==> src/rtl/miriscv_decode_stage.sv <==
// miriscv decode stage: RV32I/RV32M decoder feeding execute through a registered
// output entry, optionally backed by a skid entry so instr_ready_o is a flop.
module miriscv_decode_stage #(
    parameter int XLEN  = 32,
    parameter int M_EXT = 0,
    parameter int SKID  = 1,
    parameter int CNT_W = 16
) (
    input  logic             clk_i,
    input  logic             rst_i,
    input  logic             flush_i,
    input  logic [31:0]      instr_i,
    input  logic [XLEN-1:0]  pc_i,
    input  logic             instr_valid_i,
    output logic             instr_ready_o,
    output logic             dec_valid_o,
    input  logic             dec_ready_i,
    output logic [XLEN-1:0]  pc_o,
    output logic [4:0]       rs1_o,
    output logic [4:0]       rs2_o,
    output logic [4:0]       rd_o,
    output logic [XLEN-1:0]  imm_o,
    output logic [1:0]       ex_op_a_sel_o,
    output logic [2:0]       ex_op_b_sel_o,
    output logic [5:0]       alu_op_o,
    output logic             md_en_o,
    output logic [2:0]       md_op_o,
    output logic             mem_req_o,
    output logic             mem_we_o,
    output logic [2:0]       mem_size_o,
    output logic             gpr_we_a_o,
    output logic             wb_src_sel_o,
    output logic             illegal_instr_o,
    output logic             branch_o,
    output logic             jal_o,
    output logic             jalr_o,
    output logic [CNT_W-1:0] illegal_cnt_o
);
    localparam logic [5:0] ALU_ADD  = 6'b011000, ALU_SUB  = 6'b011001, ALU_XOR = 6'b101111;
    localparam logic [5:0] ALU_OR   = 6'b101110, ALU_AND  = 6'b010101, ALU_SRA = 6'b100100;
    localparam logic [5:0] ALU_SRL  = 6'b100101, ALU_SLL  = 6'b100111, ALU_LTS = 6'b000000;
    localparam logic [5:0] ALU_LTU  = 6'b000001, ALU_GES  = 6'b001010, ALU_GEU = 6'b001011;
    localparam logic [5:0] ALU_EQ   = 6'b001100, ALU_NE   = 6'b001101, ALU_SLTS = 6'b000010;
    localparam logic [5:0] ALU_SLTU = 6'b000011;

    localparam logic [6:0] OPC_OP    = 7'b0110011, OPC_OP_IMM = 7'b0010011, OPC_LOAD   = 7'b0000011;
    localparam logic [6:0] OPC_STORE = 7'b0100011, OPC_BRANCH = 7'b1100011, OPC_JAL    = 7'b1101111;
    localparam logic [6:0] OPC_JALR  = 7'b1100111, OPC_LUI    = 7'b0110111, OPC_AUIPC  = 7'b0010111;
    localparam logic [6:0] OPC_MISC_MEM = 7'b0001111, OPC_SYSTEM = 7'b1110011;

    typedef struct packed {
        logic [XLEN-1:0] pc;
        logic [4:0]      rs1;
        logic [4:0]      rs2;
        logic [4:0]      rd;
        logic [XLEN-1:0] imm;
        logic [1:0]      a_sel;
        logic [2:0]      b_sel;
        logic [5:0]      alu_op;
        logic            md_en;
        logic [2:0]      md_op;
        logic            mem_req;
        logic            mem_we;
        logic [2:0]      mem_size;
        logic            gpr_we;
        logic            wb_src;
        logic            illegal;
        logic            branch;
        logic            jal;
        logic            jalr;
    } entry_t;

    function automatic logic [5:0] arith_op(input logic [2:0] f3, input logic alt);
        case (f3)
            3'b000:  arith_op = alt ? ALU_SUB : ALU_ADD;
            3'b001:  arith_op = ALU_SLL;
            3'b010:  arith_op = ALU_SLTS;
            3'b011:  arith_op = ALU_SLTU;
            3'b100:  arith_op = ALU_XOR;
            3'b101:  arith_op = alt ? ALU_SRA : ALU_SRL;
            3'b110:  arith_op = ALU_OR;
            default: arith_op = ALU_AND;
        endcase
    endfunction

    entry_t           dec_d, out_q, out_d, skid_q, skid_d;
    logic             out_valid_q, out_valid_d, skid_valid_q, skid_valid_d;
    logic [CNT_W-1:0] cnt_q, cnt_d;
    logic [31:0]      imm32;
    logic             illegal, alt;
    logic [2:0]       funct3;
    logic [6:0]       funct7;
    logic             out_fire, accept;

    assign funct3 = instr_i[14:12];
    assign funct7 = instr_i[31:25];
    assign alt    = (funct7 == 7'b0100000);

    // NOTE: every always_comb output gets a default first so no path can infer a latch.
    always_comb begin
        dec_d     = '0;
        dec_d.pc  = pc_i;
        dec_d.rs1 = instr_i[19:15];
        dec_d.rs2 = instr_i[24:20];
        dec_d.rd  = instr_i[11:7];
        imm32     = '0;
        illegal   = (instr_i[1:0] != 2'b11);
        case (instr_i[6:0])
            OPC_OP: begin
                dec_d.gpr_we = 1'b1;
                if (funct7 == 7'b0000001) begin
                    dec_d.alu_op = ALU_ADD;
                    dec_d.md_en  = (M_EXT != 0);
                    dec_d.md_op  = funct3;
                    if (M_EXT == 0) illegal = 1'b1;
                end else begin
                    dec_d.alu_op = arith_op(funct3, alt);
                    if (funct7 != 7'b0 && !(alt && (funct3 == 3'b000 || funct3 == 3'b101)))
                        illegal = 1'b1;
                end
            end
            OPC_OP_IMM: begin
                dec_d.b_sel  = 3'd1;
                dec_d.gpr_we = 1'b1;
                dec_d.alu_op = arith_op(funct3, alt && (funct3 == 3'b101));
                imm32        = {{20{instr_i[31]}}, instr_i[31:20]};
                if ((funct3 == 3'b001 && funct7 != 7'b0) ||
                    (funct3 == 3'b101 && funct7 != 7'b0 && !alt))
                    illegal = 1'b1;
            end
            OPC_LOAD: begin
                dec_d.b_sel    = 3'd1;
                dec_d.alu_op   = ALU_ADD;
                dec_d.mem_req  = 1'b1;
                dec_d.mem_size = funct3;
                dec_d.gpr_we   = 1'b1;
                dec_d.wb_src   = 1'b1;
                imm32          = {{20{instr_i[31]}}, instr_i[31:20]};
                if (funct3 == 3'b011 || funct3 == 3'b110 || funct3 == 3'b111) illegal = 1'b1;
            end
            OPC_STORE: begin
                dec_d.b_sel    = 3'd3;
                dec_d.alu_op   = ALU_ADD;
                dec_d.mem_req  = 1'b1;
                dec_d.mem_we   = 1'b1;
                dec_d.mem_size = funct3;
                imm32          = {{20{instr_i[31]}}, instr_i[31:25], instr_i[11:7]};
                if (funct3 > 3'b010) illegal = 1'b1;
            end
            OPC_BRANCH: begin
                dec_d.branch = 1'b1;
                imm32 = {{20{instr_i[31]}}, instr_i[7], instr_i[30:25], instr_i[11:8], 1'b0};
                case (funct3)
                    3'b000:  dec_d.alu_op = ALU_EQ;
                    3'b001:  dec_d.alu_op = ALU_NE;
                    3'b100:  dec_d.alu_op = ALU_LTS;
                    3'b101:  dec_d.alu_op = ALU_GES;
                    3'b110:  dec_d.alu_op = ALU_LTU;
                    3'b111:  dec_d.alu_op = ALU_GEU;
                    default: illegal = 1'b1;
                endcase
            end
            OPC_JAL, OPC_JALR: begin
                dec_d.a_sel  = 2'd1;
                dec_d.b_sel  = 3'd4;
                dec_d.alu_op = ALU_ADD;
                dec_d.gpr_we = 1'b1;
                if (instr_i[3]) begin
                    dec_d.jal = 1'b1;
                    imm32 = {{12{instr_i[31]}}, instr_i[19:12], instr_i[20], instr_i[30:21], 1'b0};
                end else begin
                    dec_d.jalr = 1'b1;
                    imm32 = {{20{instr_i[31]}}, instr_i[31:20]};
                    if (funct3 != 3'b000) illegal = 1'b1;
                end
            end
            OPC_LUI, OPC_AUIPC: begin
                dec_d.a_sel  = instr_i[5] ? 2'd2 : 2'd1;
                dec_d.b_sel  = 3'd2;
                dec_d.alu_op = ALU_ADD;
                dec_d.gpr_we = 1'b1;
                imm32        = {instr_i[31:12], 12'b0};
            end
            OPC_MISC_MEM, OPC_SYSTEM: ;
            default: illegal = 1'b1;
        endcase
        dec_d.imm = {{(XLEN-31){imm32[31]}}, imm32[30:0]};
        if (illegal) begin
            dec_d.mem_req = 1'b0;
            dec_d.mem_we  = 1'b0;
            dec_d.gpr_we  = 1'b0;
            dec_d.branch  = 1'b0;
            dec_d.jal     = 1'b0;
            dec_d.jalr    = 1'b0;
            dec_d.md_en   = 1'b0;
        end
        dec_d.illegal = illegal;
    end

    assign instr_ready_o = (SKID != 0) ? !skid_valid_q : (!out_valid_q || dec_ready_i);
    assign out_fire      = out_valid_q && dec_ready_i;
    assign accept        = instr_valid_i && instr_ready_o && !flush_i;

    always_comb begin
        out_d        = out_q;
        out_valid_d  = out_valid_q;
        skid_d       = skid_q;
        skid_valid_d = skid_valid_q;
        if (flush_i) begin
            out_valid_d  = 1'b0;
            skid_valid_d = 1'b0;
        end else if (!out_valid_q || out_fire) begin
            if (skid_valid_q) begin
                out_d        = skid_q;
                out_valid_d  = 1'b1;
                skid_valid_d = 1'b0;
            end else begin
                out_valid_d = accept;
                if (accept) out_d = dec_d;
            end
        end else if (accept) begin
            skid_d       = dec_d;
            skid_valid_d = 1'b1;
        end
        cnt_d = cnt_q;
        if (out_fire && out_q.illegal && cnt_q != '1) cnt_d = cnt_q + CNT_W'(1);
    end

    // NOTE: state uses non-blocking assignments so every flop samples pre-edge values.
    always_ff @(posedge clk_i) begin
        if (rst_i) begin
            out_q        <= '0;
            out_valid_q  <= 1'b0;
            skid_valid_q <= 1'b0;
            cnt_q        <= '0;
        end else begin
            out_q        <= out_d;
            out_valid_q  <= out_valid_d;
            skid_valid_q <= skid_valid_d;
            cnt_q        <= cnt_d;
        end
    end

    // NOTE: skid payload is only read while skid_valid_q is set, so it carries no reset.
    always_ff @(posedge clk_i) skid_q <= skid_d;

    assign dec_valid_o     = out_valid_q;
    assign pc_o            = out_q.pc;
    assign rs1_o           = out_q.rs1;
    assign rs2_o           = out_q.rs2;
    assign rd_o            = out_q.rd;
    assign imm_o           = out_q.imm;
    assign ex_op_a_sel_o   = out_q.a_sel;
    assign ex_op_b_sel_o   = out_q.b_sel;
    assign alu_op_o        = out_q.alu_op;
    assign md_en_o         = out_q.md_en;
    assign md_op_o         = out_q.md_op;
    assign mem_req_o       = out_q.mem_req;
    assign mem_we_o        = out_q.mem_we;
    assign mem_size_o      = out_q.mem_size;
    assign gpr_we_a_o      = out_q.gpr_we;
    assign wb_src_sel_o    = out_q.wb_src;
    assign illegal_instr_o = out_q.illegal;
    assign branch_o        = out_q.branch;
    assign jal_o           = out_q.jal;
    assign jalr_o          = out_q.jalr;
    assign illegal_cnt_o   = cnt_q;
endmodule

==> config.mk <==
export PLATFORM = sky130hd
export DESIGN_NAME = miriscv_decode_stage
export DESIGN_NICKNAME = d
export VERILOG_FILES = /design/src/rtl/miriscv_decode_stage.sv
export SDC_FILE = /design/constraint.sdc
export NUM_CORES = 1
export LEC_CHECK = 0
export ABC_AREA = 1
export CAP_MARGIN = 0
export CORE_MARGIN = 2
export CORE_UTILIZATION = 54
export DETAILED_ROUTE_END_ITERATION = 6
export GPL_ROUTABILITY_DRIVEN = 0
export PLACE_DENSITY = 0.83
export SLEW_MARGIN = 0
export SYNTH_ARGS = -nofsm -noshare
export SYNTH_HDL_FRONTEND = slang
export SYNTH_SLANG_ARGS = --single-unit
==> constraint.sdc <==
create_clock -name clk_i -period 22.9 [get_ports clk_i]
set_input_delay 4.58 -clock clk_i [delete_from_list [all_inputs] [get_ports clk_i]]
set_output_delay 4.58 -clock clk_i [all_outputs]
set_load 0.005 [all_outputs]
==> impl_metrics.csv <==
group,metric,value,unit
run_status,outcome,"complete, no violations",
logic_synthesis,synth_common_cells,"230 x nand2_1, 122 x dfxtp_1, 116 x o21ai_0, 112 x a21oi_1, 104 x edfxtp_1",
global_routing,grt_pass1_vias,7711,
logic_synthesis,syn_area,9570,sq um
worst_setup_path,ff2ff_setup_slack,19.26,ns
place,io_buffer_count,190,
logic_synthesis,async_flop_share,0,
power,p_comb_frac,0.073,
finish,layout.nets,1276,
logic_synthesis,yosys.area.top_type,"edfxtp_1",
route,num_vias,8160,
sta,hold_violations,0,
worst_setup_path,slowest_delay,1.11,ns
power,clkPwrFrac,0.464,
route,dr.pass1.iters,5,
clocking,cts_sinks,226,
finish,synthToLayoutAreaGrowth,30.2,%
clocking,cts_buffer_depth,3,
logic_synthesis,syn_avg_cell_area,9.17,sq um
floorplanning,die_h,137,um
route,viasPerCell,5.64,
logic_synthesis,ys.flop_type,"dfxtp_1",
logic_synthesis,synthCells,1044,
power,p_sw,0.193,mW
clocking,clk_latency,0.50,ns
job,drv_cap,0,
sta,finalCritPeriodShare,0.314,
global_routing,grt_max_degree,100,
clocking,postCtsSetupBuffers,0,
worst_setup_path,cp.required,18.32,ns
sta,slew_headroom,0.213,
power,switching_share,0.205,
clocking,cts_max_level,1,
route,drt_iter0_drc,692,
sta,fin_crit,7.19,ns
route,wirelength,24900,um
worst_setup_path,crit_type,"reg2out",
sta,rsz0062_at_grt,"no",
sta,setup_violations,0,
clocking,clkTransAtPathRegs,0.07,ns
power,p_seq_frac,0.463,
logic_synthesis,synth_edf_count,104,
logic_synthesis,synth_seq_cells,226,
sta,slew_violations,0,
floorplanning,ios,192,
global_routing,grt-ovfl-total,0,
global_routing,grt_antenna_before_repair,0,
worst_setup_path,crit_buf_inv,2,
worst_setup_path,path_delay_family,"flip-flops",
floorplanning,die_w,137,um
power,power_leakage,4.82,nW
logic_synthesis,seq_area_frac_synth,0.582,
hold_path,hold_class,"reg2reg",
worst_setup_path,end_kind,"output port",
sta,fmax,0.139,GHz
worst_setup_path,crit_fanout,99,
finish,drive_gt1_frac,0.0974,
finish,diodes,0,
clocking,ctsHoldBuffers,0,
worst_setup_path,critical_path.slowest_cell,"dfxtp_4",
global_routing,grt_pass1_wl,38700,um
power,total_power,0.939,mW
clocking,root_buffer,"clkbuf_16",
place,place_hpwl,15800,um
route,drc_errors,0,
route,ant_nets,0,
power,cellInternalPower,0.747,mW
clocking,numCtsBuffers,23,
worst_setup_path,start_kind,"flop",
worst_setup_path,worst_ep_arrival_time,2.61,ns
worst_setup_path,crit_chain,"inv_4, clkdlybuf4s50_1",
floorplanning,die-area,18800,sq um
logic_synthesis,synth_cell_types,43,
sta,tightest_slew,1.18,ns
logic_synthesis,synth_nets,1114,
floorplanning,initial_utilization,0.553,
floorplanning,core,17300,sq um
clocking,cts_resized,0,
logic_synthesis,synth.top_cell.area_share,0.326,
power,power_density,75.4,nW/um^2
logic_synthesis,synth.most_common_cell,"nand2_1",
floorplanning,num_rows,48,
route,route.detailed.wl_per_inst,17.2,um
logic_synthesis,ys_warn_count,0,
logic_synthesis,ys_top_cells_by_area,"edfxtp_1 33%, dfxtp_1 26%, nand2_1 9.0%",
global_routing,track_usage,0.258,
sta,fin_skew,0.00634,ns
sta,tns,0,ns
power,peakVddDrop,0.0498,mV
clocking,cts_tree,"built",
-- stage by stage --
step | cells | util | area, sq um | setup slack, ns | hold WS, ns
after CTS | 1447 | 0.720 | 12500 | 15.69 | 0.474
after global routing | 1447 | 0.720 | 12500 | 15.56 | 0.489
after global placement | 1406 | 0.669 | 11600 | 15.77 | 0.456
after floorplan | 1044 | - | 9570 | 10.28 | 0.456
final | 1447 | 0.720 | 12500 | 15.71 | 0.471
after detailed placement | 1406 | 0.669 | 11600 | 15.70 | 0.462
-- worst register-to-register path, stage by stage, from the launching register on --
cell	delay, ns
dfxtp_4	1.11
inv_4	0.42
nand2_1	0.24
inv_2	0.06
nor3_4	0.10
buf_4	0.49
buf_4	0.69
o21ai_0	0.28
a31oi_1	0.19
-- layout by cell type, fill, tap and decap left out, drive strengths merged, types with 7 or more instances in the layout --
cell	n
nand2	252
clkdlybuf4s50	190
o21ai	130
dfxtp	122
a21oi	121
edfxtp	104
inv	72
nor2	69
a31oi	49
clkbuf	30
nand3	22
nor3	15
nand4	9
bufinv	7
-- flip-flops by register name (all words and copies together) (netlist names) --
name / cells
ex_op_a_sel_o: 2
branch_o: 1
rd_o: 5
pc_o: 32
jalr_o: 1
skid_valid_q: 1
mem_req_o: 1
illegal_cnt_o: 16
skid_q: 104
imm_o: 32
gpr_we_a_o: 1
wb_src_sel_o: 1
jal_o: 1
md_op_o: 3
dec_valid_o: 1
mem_size_o: 3
rs1_o: 5
illegal_instr_o: 1
mem_we_o: 1
alu_op_o: 6
ex_op_b_sel_o: 3
rs2_o: 5
-- final timing paths --
kind | from | endpoint | cells after the start
worst min register to register | imm_o[27]$_SDFFE_PP0P_ | imm_o[27]$_SDFFE_PP0P_ | 2
worst max register to register | skid_valid_q$_SDFFE_PP0P_ | rs1_o[0]$_SDFFE_PP0P_ | 8
worst max-delay path | skid_valid_q$_SDFFE_PP0P_ | instr_ready_o | 2
worst min-delay path | imm_o[27]$_SDFFE_PP0P_ | imm_o[27]$_SDFFE_PP0P_ | 2
-- area by class of cell --
cell class,count,area [sq um]
Fill cell,1285,4830
Tap cell,225,282
Timing Repair Buffer,196,1950
Inverter,73,279
Multi-Input combinational cell,686,3490
Clock inverter,11,229
Sequential cell,226,5570
Clock buffer,30,664
-- power by group through the flow --
stage | clock network [mW] | registers, mW | logic [mW]
after detailed placement | 0 | 0.444 | 0.0679
after global placement | 0 | 0.444 | 0.0664
after CTS | 0.440 | 0.435 | 0.0686
final | 0.436 | 0.435 | 0.0685
after global routing | 0.456 | 0.436 | 0.0749
after floorplan | 0 | 0.444 | 0.0275
-- kinds of logic (layout without fill, tap and decap cells) --
kind of cell / Yosys count / after routing / synth area share
compound gates: 311 / 311 / 0.180
xor+xnor: 3 / 3 / 0.00275
fa+ha+maj: 1 / 1 / 0.00131
buf+inv: 132 / 310 / 0.0541
flops: 226 / 226 / 0.582
other cells: 1 / 1 / 0.000392
simple gates: 370 / 370 / 0.180
-- routing by layer --
layer / track usage / vias to the layer above / share of wire
met5: 0 / - / 0
met4: 0.0893 / 0 / 0.031
met3: 0.0389 / 53 / 0.082
met2: 0.423 / 373 / 0.47
met1: 0.350 / 3817 / 0.42
li1: - / 3917 / -
Note: power is estimated with default switching activity, not from simulation.
